`src/rtl/hazard_stall_ctrl_if.sv`:
```
// Hazard-control bus between the 5-stage pipeline datapath (master) and hazard_stall_ctrl (slave).
// The master drives the hazard-detection inputs; the slave drives the stall, flush and bubble controls.
interface hazard_stall_ctrl_if #(
  parameter int REG_AW = 5,
  parameter int CNT_W  = 16
);
  logic [REG_AW-1:0] IFID_RsAddr_i;
  logic [REG_AW-1:0] IFID_RtAddr_i;
  logic              IFID_UsesRt_i;
  logic              IDEX_MemRead_i;
  logic [REG_AW-1:0] IDEX_RtAddr_i;
  logic              EXMEM_MemReq_i;
  logic              dmem_ready_i;
  logic              branch_taken_i;
  logic              PC_Write_o;
  logic              IFID_Write_o;
  logic              IFID_Flush_o;
  logic              IDEX_Bubble_o;
  logic              Stage_Hold_o;
  logic              MEMWB_Bubble_o;
  logic              mem_err_o;
  logic [CNT_W-1:0]  stall_cnt_o;

  modport master (
    output IFID_RsAddr_i, IFID_RtAddr_i, IFID_UsesRt_i, IDEX_MemRead_i, IDEX_RtAddr_i,
           EXMEM_MemReq_i, dmem_ready_i, branch_taken_i,
    input  PC_Write_o, IFID_Write_o, IFID_Flush_o, IDEX_Bubble_o, Stage_Hold_o,
           MEMWB_Bubble_o, mem_err_o, stall_cnt_o
  );
  modport slave (
    input  IFID_RsAddr_i, IFID_RtAddr_i, IFID_UsesRt_i, IDEX_MemRead_i, IDEX_RtAddr_i,
           EXMEM_MemReq_i, dmem_ready_i, branch_taken_i,
    output PC_Write_o, IFID_Write_o, IFID_Flush_o, IDEX_Bubble_o, Stage_Hold_o,
           MEMWB_Bubble_o, mem_err_o, stall_cnt_o
  );
endinterface

```
`src/rtl/hazard_stall_ctrl.sv`:
```
// Stall/flush controller: load-use stalls, memory-wait freeze, deferred branch flush, sticky timeout.
// Optional macro STALL_PERF_EN adds a saturating stall-cycle counter on stall_cnt_o.
module hazard_stall_ctrl #(
  parameter int REG_AW      = 5,
  parameter int MEM_TIMEOUT = 64,
  parameter int CNT_W       = 16
) (
  input  logic                    clk_i,
  input  logic                    rst_i,
  hazard_stall_ctrl_if.slave      bus
);
  localparam int WCW = $clog2(MEM_TIMEOUT + 1);

  typedef enum logic [1:0] {RUN, FREEZE, ERROR} st_t;

  st_t            st, st_nx;
  logic [WCW-1:0] wait_cnt, wait_cnt_nx;
  logic           flush_pend, flush_pend_nx;
  logic [31:0]    wait_inc;
  logic [REG_AW-1:0] ld_rt;
  logic frz, lu, fl;
  logic pc_write, ifid_write, ifid_flush, idex_bubble, stage_hold, memwb_bubble, mem_err;

  assign ld_rt    = bus.IDEX_RtAddr_i;
  assign frz      = bus.EXMEM_MemReq_i & ~bus.dmem_ready_i;
  assign lu       = bus.IDEX_MemRead_i & (ld_rt != '0) &
                    ((ld_rt == bus.IFID_RsAddr_i) |
                     (bus.IFID_UsesRt_i & (ld_rt == bus.IFID_RtAddr_i)));
  assign fl       = bus.branch_taken_i | flush_pend;
  assign wait_inc = 32'(wait_cnt) + 32'd1;

  always_ff @(posedge clk_i) begin
    if (!rst_i) begin
      st         <= RUN;
      wait_cnt   <= '0;
      flush_pend <= 1'b0;
    end else begin
      st         <= st_nx;
      wait_cnt   <= wait_cnt_nx;
      flush_pend <= flush_pend_nx;
    end
  end

  always_comb begin
    st_nx         = st;
    wait_cnt_nx   = wait_cnt;
    flush_pend_nx = flush_pend;
    pc_write      = 1'b1;
    ifid_write    = 1'b1;
    ifid_flush    = 1'b0;
    idex_bubble   = 1'b0;
    stage_hold    = 1'b0;
    memwb_bubble  = 1'b0;
    mem_err       = 1'b0;
    if (!rst_i) begin
      pc_write     = 1'b0;
      ifid_write   = 1'b0;
      idex_bubble  = 1'b1;
      stage_hold   = 1'b1;
      memwb_bubble = 1'b1;
    end else if (st == ERROR || frz) begin
      pc_write     = 1'b0;
      ifid_write   = 1'b0;
      stage_hold   = 1'b1;
      memwb_bubble = 1'b1;
      mem_err      = (st == ERROR);
      if (st != ERROR) begin
        // A branch resolved while frozen is remembered and applied on the exit cycle
        flush_pend_nx = flush_pend | bus.branch_taken_i;
        wait_cnt_nx   = wait_inc[WCW-1:0];
        st_nx         = (wait_inc >= 32'(MEM_TIMEOUT)) ? ERROR : FREEZE;
      end
    end else begin
      st_nx       = RUN;
      wait_cnt_nx = '0;
      if (fl) begin
        ifid_flush    = 1'b1;
        idex_bubble   = 1'b1;
        flush_pend_nx = 1'b0;
      end else if (lu) begin
        pc_write    = 1'b0;
        ifid_write  = 1'b0;
        idex_bubble = 1'b1;
      end
    end
  end

  assign bus.PC_Write_o     = pc_write;
  assign bus.IFID_Write_o   = ifid_write;
  assign bus.IFID_Flush_o   = ifid_flush;
  assign bus.IDEX_Bubble_o  = idex_bubble;
  assign bus.Stage_Hold_o   = stage_hold;
  assign bus.MEMWB_Bubble_o = memwb_bubble;
  assign bus.mem_err_o      = mem_err;

`ifdef STALL_PERF_EN
  logic [CNT_W-1:0] stall_cnt;

  always_ff @(posedge clk_i) begin
    if (!rst_i)
      stall_cnt <= '0;
    else if (!pc_write && stall_cnt != '1)
      stall_cnt <= stall_cnt + 1'b1;
  end

  assign bus.stall_cnt_o = stall_cnt;
`else
  localparam logic [CNT_W-1:0] CNT_ZERO = '0;
  assign bus.stall_cnt_o = CNT_ZERO;
`endif
endmodule

```
`src/flat_wrapper.sv`:
```
// flat-port wrapper written by rule: the top's interface ports become plain ports
module hazard_stall_ctrl_flat 
#(
  parameter int REG_AW      = 5,
  parameter int MEM_TIMEOUT = 64,
  parameter int CNT_W       = 16
)
  (clk_i, rst_i, bus_IFID_RsAddr_i, bus_IFID_RtAddr_i, bus_IFID_UsesRt_i, bus_IDEX_MemRead_i, bus_IDEX_RtAddr_i, bus_EXMEM_MemReq_i, bus_dmem_ready_i, bus_branch_taken_i, bus_PC_Write_o, bus_IFID_Write_o, bus_IFID_Flush_o, bus_IDEX_Bubble_o, bus_Stage_Hold_o, bus_MEMWB_Bubble_o, bus_mem_err_o, bus_stall_cnt_o);
  hazard_stall_ctrl_if #(.REG_AW(REG_AW), .CNT_W(CNT_W)) bus_i ();
  input  logic clk_i;
  input  logic rst_i;
  input wire logic [$bits(bus_i.IFID_RsAddr_i)-1:0] bus_IFID_RsAddr_i;
  input wire logic [$bits(bus_i.IFID_RtAddr_i)-1:0] bus_IFID_RtAddr_i;
  input wire logic [$bits(bus_i.IFID_UsesRt_i)-1:0] bus_IFID_UsesRt_i;
  input wire logic [$bits(bus_i.IDEX_MemRead_i)-1:0] bus_IDEX_MemRead_i;
  input wire logic [$bits(bus_i.IDEX_RtAddr_i)-1:0] bus_IDEX_RtAddr_i;
  input wire logic [$bits(bus_i.EXMEM_MemReq_i)-1:0] bus_EXMEM_MemReq_i;
  input wire logic [$bits(bus_i.dmem_ready_i)-1:0] bus_dmem_ready_i;
  input wire logic [$bits(bus_i.branch_taken_i)-1:0] bus_branch_taken_i;
  output wire logic [$bits(bus_i.PC_Write_o)-1:0] bus_PC_Write_o;
  output wire logic [$bits(bus_i.IFID_Write_o)-1:0] bus_IFID_Write_o;
  output wire logic [$bits(bus_i.IFID_Flush_o)-1:0] bus_IFID_Flush_o;
  output wire logic [$bits(bus_i.IDEX_Bubble_o)-1:0] bus_IDEX_Bubble_o;
  output wire logic [$bits(bus_i.Stage_Hold_o)-1:0] bus_Stage_Hold_o;
  output wire logic [$bits(bus_i.MEMWB_Bubble_o)-1:0] bus_MEMWB_Bubble_o;
  output wire logic [$bits(bus_i.mem_err_o)-1:0] bus_mem_err_o;
  output wire logic [$bits(bus_i.stall_cnt_o)-1:0] bus_stall_cnt_o;
  assign bus_i.IFID_RsAddr_i = bus_IFID_RsAddr_i;
  assign bus_i.IFID_RtAddr_i = bus_IFID_RtAddr_i;
  assign bus_i.IFID_UsesRt_i = bus_IFID_UsesRt_i;
  assign bus_i.IDEX_MemRead_i = bus_IDEX_MemRead_i;
  assign bus_i.IDEX_RtAddr_i = bus_IDEX_RtAddr_i;
  assign bus_i.EXMEM_MemReq_i = bus_EXMEM_MemReq_i;
  assign bus_i.dmem_ready_i = bus_dmem_ready_i;
  assign bus_i.branch_taken_i = bus_branch_taken_i;
  assign bus_PC_Write_o = bus_i.PC_Write_o;
  assign bus_IFID_Write_o = bus_i.IFID_Write_o;
  assign bus_IFID_Flush_o = bus_i.IFID_Flush_o;
  assign bus_IDEX_Bubble_o = bus_i.IDEX_Bubble_o;
  assign bus_Stage_Hold_o = bus_i.Stage_Hold_o;
  assign bus_MEMWB_Bubble_o = bus_i.MEMWB_Bubble_o;
  assign bus_mem_err_o = bus_i.mem_err_o;
  assign bus_stall_cnt_o = bus_i.stall_cnt_o;
  hazard_stall_ctrl #(.REG_AW(REG_AW), .MEM_TIMEOUT(MEM_TIMEOUT), .CNT_W(CNT_W)) u_core (.clk_i(clk_i), .rst_i(rst_i), .bus(bus_i));
endmodule
```
`config.mk`:
```
export PLATFORM = sky130hd
export DESIGN_NAME = hazard_stall_ctrl_flat
export DESIGN_NICKNAME = d
export VERILOG_FILES = /design/src/rtl/hazard_stall_ctrl_if.sv /design/src/rtl/hazard_stall_ctrl.sv /design/src/flat_wrapper.sv
export SDC_FILE = /design/constraint.sdc
export NUM_CORES = 1
export LEC_CHECK = 0
export BUFFER_PORTS_ARGS = -buffer_cell sky130_fd_sc_hd__buf_2
export CAP_MARGIN = 40
export CORE_MARGIN = 1
export CORE_UTILIZATION = 30
export CTS_CLUSTER_SIZE = 8
export DETAILED_ROUTE_END_ITERATION = 10
export GPL_TIMING_DRIVEN = 1
export SYNTH_ARGS = -nofsm -noshare
export SYNTH_HDL_FRONTEND = slang
export SYNTH_SLANG_ARGS = --single-unit
```
`constraint.sdc`:
```
create_clock -name clk_i -period 1.26 [get_ports clk_i]
set_clock_uncertainty 0.05 [all_clocks]
set_input_delay 0.126 -clock clk_i [delete_from_list [all_inputs] [get_ports clk_i]]
set_output_delay 0.126 -clock clk_i [all_outputs]
set_load 0.05 [all_outputs]
```
==> impl_metrics.py <==
metrics = {
    "pwr": {
        "p_per_area_nw_per_um2": 787,
        "ir_drop_v": 0.000627,
        "p_leak_nw": 0.482,
        "p_total_uw": 868,
    },
    "setup_path": {
        "cp.required_ps": 1080,
        "r2r_cells": 5,
        "startpoint": "bus_IDEX_RtAddr_i[3]",
        "r2r-end": "u_core.st[0]",
        "r2r_setup_slack_ps": 20,
        "cp-end-kind": "primary output",
        "setup.worst_path.class": "input pin to primary output",
        "arrival_ps": 1340,
        "reg2reg_from": "u_core.wait_cnt[1]",
        "worstSetupEndpoint": "bus_IFID_Write_o",
        "critPathLaunchType": "input pin",
        "path_max_fanout": 3,
    },
    "logic_synthesis": {
        "avgSynthCellArea_um2": 7.87,
        "yosysTopAreaCell": "dfxtp_1",
        "syn_area_um2": 724,
        "ys_top_cells_by_area": "dfxtp_1, buf_4, xor2_1",
        "yosysWarnings": 0,
        "synth.distinct_cells": 25,
        "ys_ff_latch": 10,
        "ys_seq_area_share_pct": 27.6,
        "syn_inst": 92,
        "synthDominantCellAreaShare_pct": 27.6,
    },
    "clocking": {
        "cts.clk_slew.worst_paths_ps": 60,
        "root_buffer": "clkbuf_4",
        "cts_tree": "done",
        "cts_sinks": 10,
        "cts_hold_buf": 0,
        "cts_max_path_buffers": 2,
        "clk_latency_ps": 260,
        "cts_made_buffers": 3,
        "htreeDepth": 1,
    },
    "timing": {
        "post-route-period-util_pct": 120,
        "period_minus_slack_ps": 1510,
        "drv_slew": 0,
        "setup_violations": 6,
        "max_freq_mhz": 661,
        "rsz0062_at_grt": "yes",
        "hold_violations": 0,
        "worst_slack_ps": -252,
    },
    "place": {
        "port_buffers": 28,
        "dp_hpwl_um": 1160,
        "dp_cells": 156,
        "place_congestion": 0.720,
    },
    "global_routing": {
        "grt_antenna_before_repair": 0,
        "grt_usage_pct": 11.5,
        "grt_pass1_wl_um": 2240,
        "grt_pass1_vias": 605,
        "grt_start_max_net_pins": 11,
        "gr-total-overflow": 0,
    },
    "floorplanning": {
        "rows": 17,
        "die_area_um2": 2620,
        "dieWidth_um": 51.1,
        "io_pins": 45,
        "coreArea_um2": 2250,
        "die_h_um": 51.1,
        "start_util_pct": 32.1,
    },
    "final_layout": {
        "finalNonFillerCells": 160,
        "drive_above_1_share_pct": 47.0,
        "fin_util_pct": 48.9,
        "area_growth_pct": 52.2,
        "fillers": 226,
        "diodes": 0,
        "nets": 157,
    },
    "run": {
        "max_cap_viol_count": 0,
    },
    "routing": {
        "wire_per_inst_um": 10.1,
        "wirelength_um": 1610,
        "routed_via_density": 4.29,
        "antenna_left": 0,
        "dr.pass1.iters": 4,
        "vias": 686,
        "drc_errors": 0,
        "first_iter_violations": 5,
    },
    "outcome": {
        "outcome": "finished, violations left",
        "violations": "setup timing",
    },
    "min_path": {
        "hold_path_class": "input pin to register",
    },
}
## through the flow
step | worst slack, ps | instance area [um2] | hold slack [ps] | setup TNS [ps]
after CTS | -267 | 1040 | 52.5 | -1380
after detailed placement | -301 | 937 | 328 | -958
after floorplan | -310 | 828 | 214 | -919
after global placement | -298 | 937 | 325 | -891
final | -252 | 1100 | 56.3 | -1080
after global routing | -291 | 1100 | 93.4 | -1500
## synthesized netlist by cell type, drive strengths merged
library cell and n:
o21ai 1, ha 1, dfxtp 10, nor3b 1, o221ai 1, nor2b 1, a21oi 3, nor4 1
and2 1, xor2 10, inv 1, a32oi 1, nand2b 1, xnor2 6, nor2 13, or4 1
buf 18, nand3 2, conb 1, nand2 10, o21ba 1, mux2i 1, o21a 2, clkbuf 1
nor3 3
## cell usage in the layout, fill, tap and decap left out, types with 2 or more instances in the layout
cell type / instances
clkbuf_4: 3
dfxtp_2: 4
nand2_1: 9
xor2_1: 10
buf_6: 6
conb_1: 16
buf_4: 12
nor2_4: 2
xnor2_1: 6
buf_2: 20
nor2_1: 11
dfxtp_1: 6
a21oi_1: 3
buf_8: 3
nor3_2: 2
## state kept, by name (all words and copies together) (netlist names)
register and flops:
u_core.wait_cnt 7, u_core.st 2, u_core.flush_pend 1
## area by class of cell
cell class | count | area, um2 | area share (%)
clock buffer | 3 | 22.5 | 2.04
multi-input combinational | 77 | 533 | 48.4
timing repair buffer | 41 | 303 | 27.5
sequential | 10 | 205 | 18.6
tap | 28 | 35.0 | 3.18
inverter | 1 | 3.75 | 0.341
## routing by layer
| layer | routed length [um] | track usage, % |
|---|---|---|
| met4 | 17 | 6.94 |
| met3 | 136 | 1.79 |
| met2 | 847 | 21.3 |
| met5 | 0 | 0 |
| met1 | 610 | 11.9 |
## worst max-delay path, stage by stage
cell and delay, ps:
buf_6 100, or4_4 520, o21a_1 210, nand2_1 80, o21ba_4 160, buf_8 150
## where the power goes
part / switching [mW] / leakage (nW) / internal, mW
registers: 0.00299 / 0.0827 / 0.321
clock network: 0.0989 / 0.0138 / 0.110
logic: 0.223 / 0.385 / 0.113
total: 0.324 / 0.482 / 0.543
## kinds of logic after synthesis
family	count (synthesis)	share of synthesized area (%)
AND/OR/NAND/NOR	34	20.9
buffers and inverters	20	19.9
XOR/XNOR	16	19.3
flip-flops	10	27.6
AO/OA/AOI/OAI	9	8.63
adder cells (fa/ha/maj)	1	1.73
other	1	0.518
multiplexers	1	1.38
## worst min-delay path by stage
stage / startpoint / end / slack, ps / cells past startpoint
after detailed placement: bus_branch_taken_i / u_core.flush_pend / 330 / 3
after global routing: bus_branch_taken_i / u_core.flush_pend / 90 / 3
after floorplan: bus_branch_taken_i / u_core.flush_pend / 210 / 2
final: bus_branch_taken_i / u_core.flush_pend / 60 / 3
after CTS: bus_branch_taken_i / u_core.flush_pend / 50 / 3
after global placement: bus_branch_taken_i / u_core.flush_pend / 330 / 3
## repair_timing
item,4_1_cts,5_1_grt
pin swaps,3,4
setup endpoints to repair,9,10
setup buffers,1,0
resized for setup,22,14
Power figures use the tool's default switching activity.
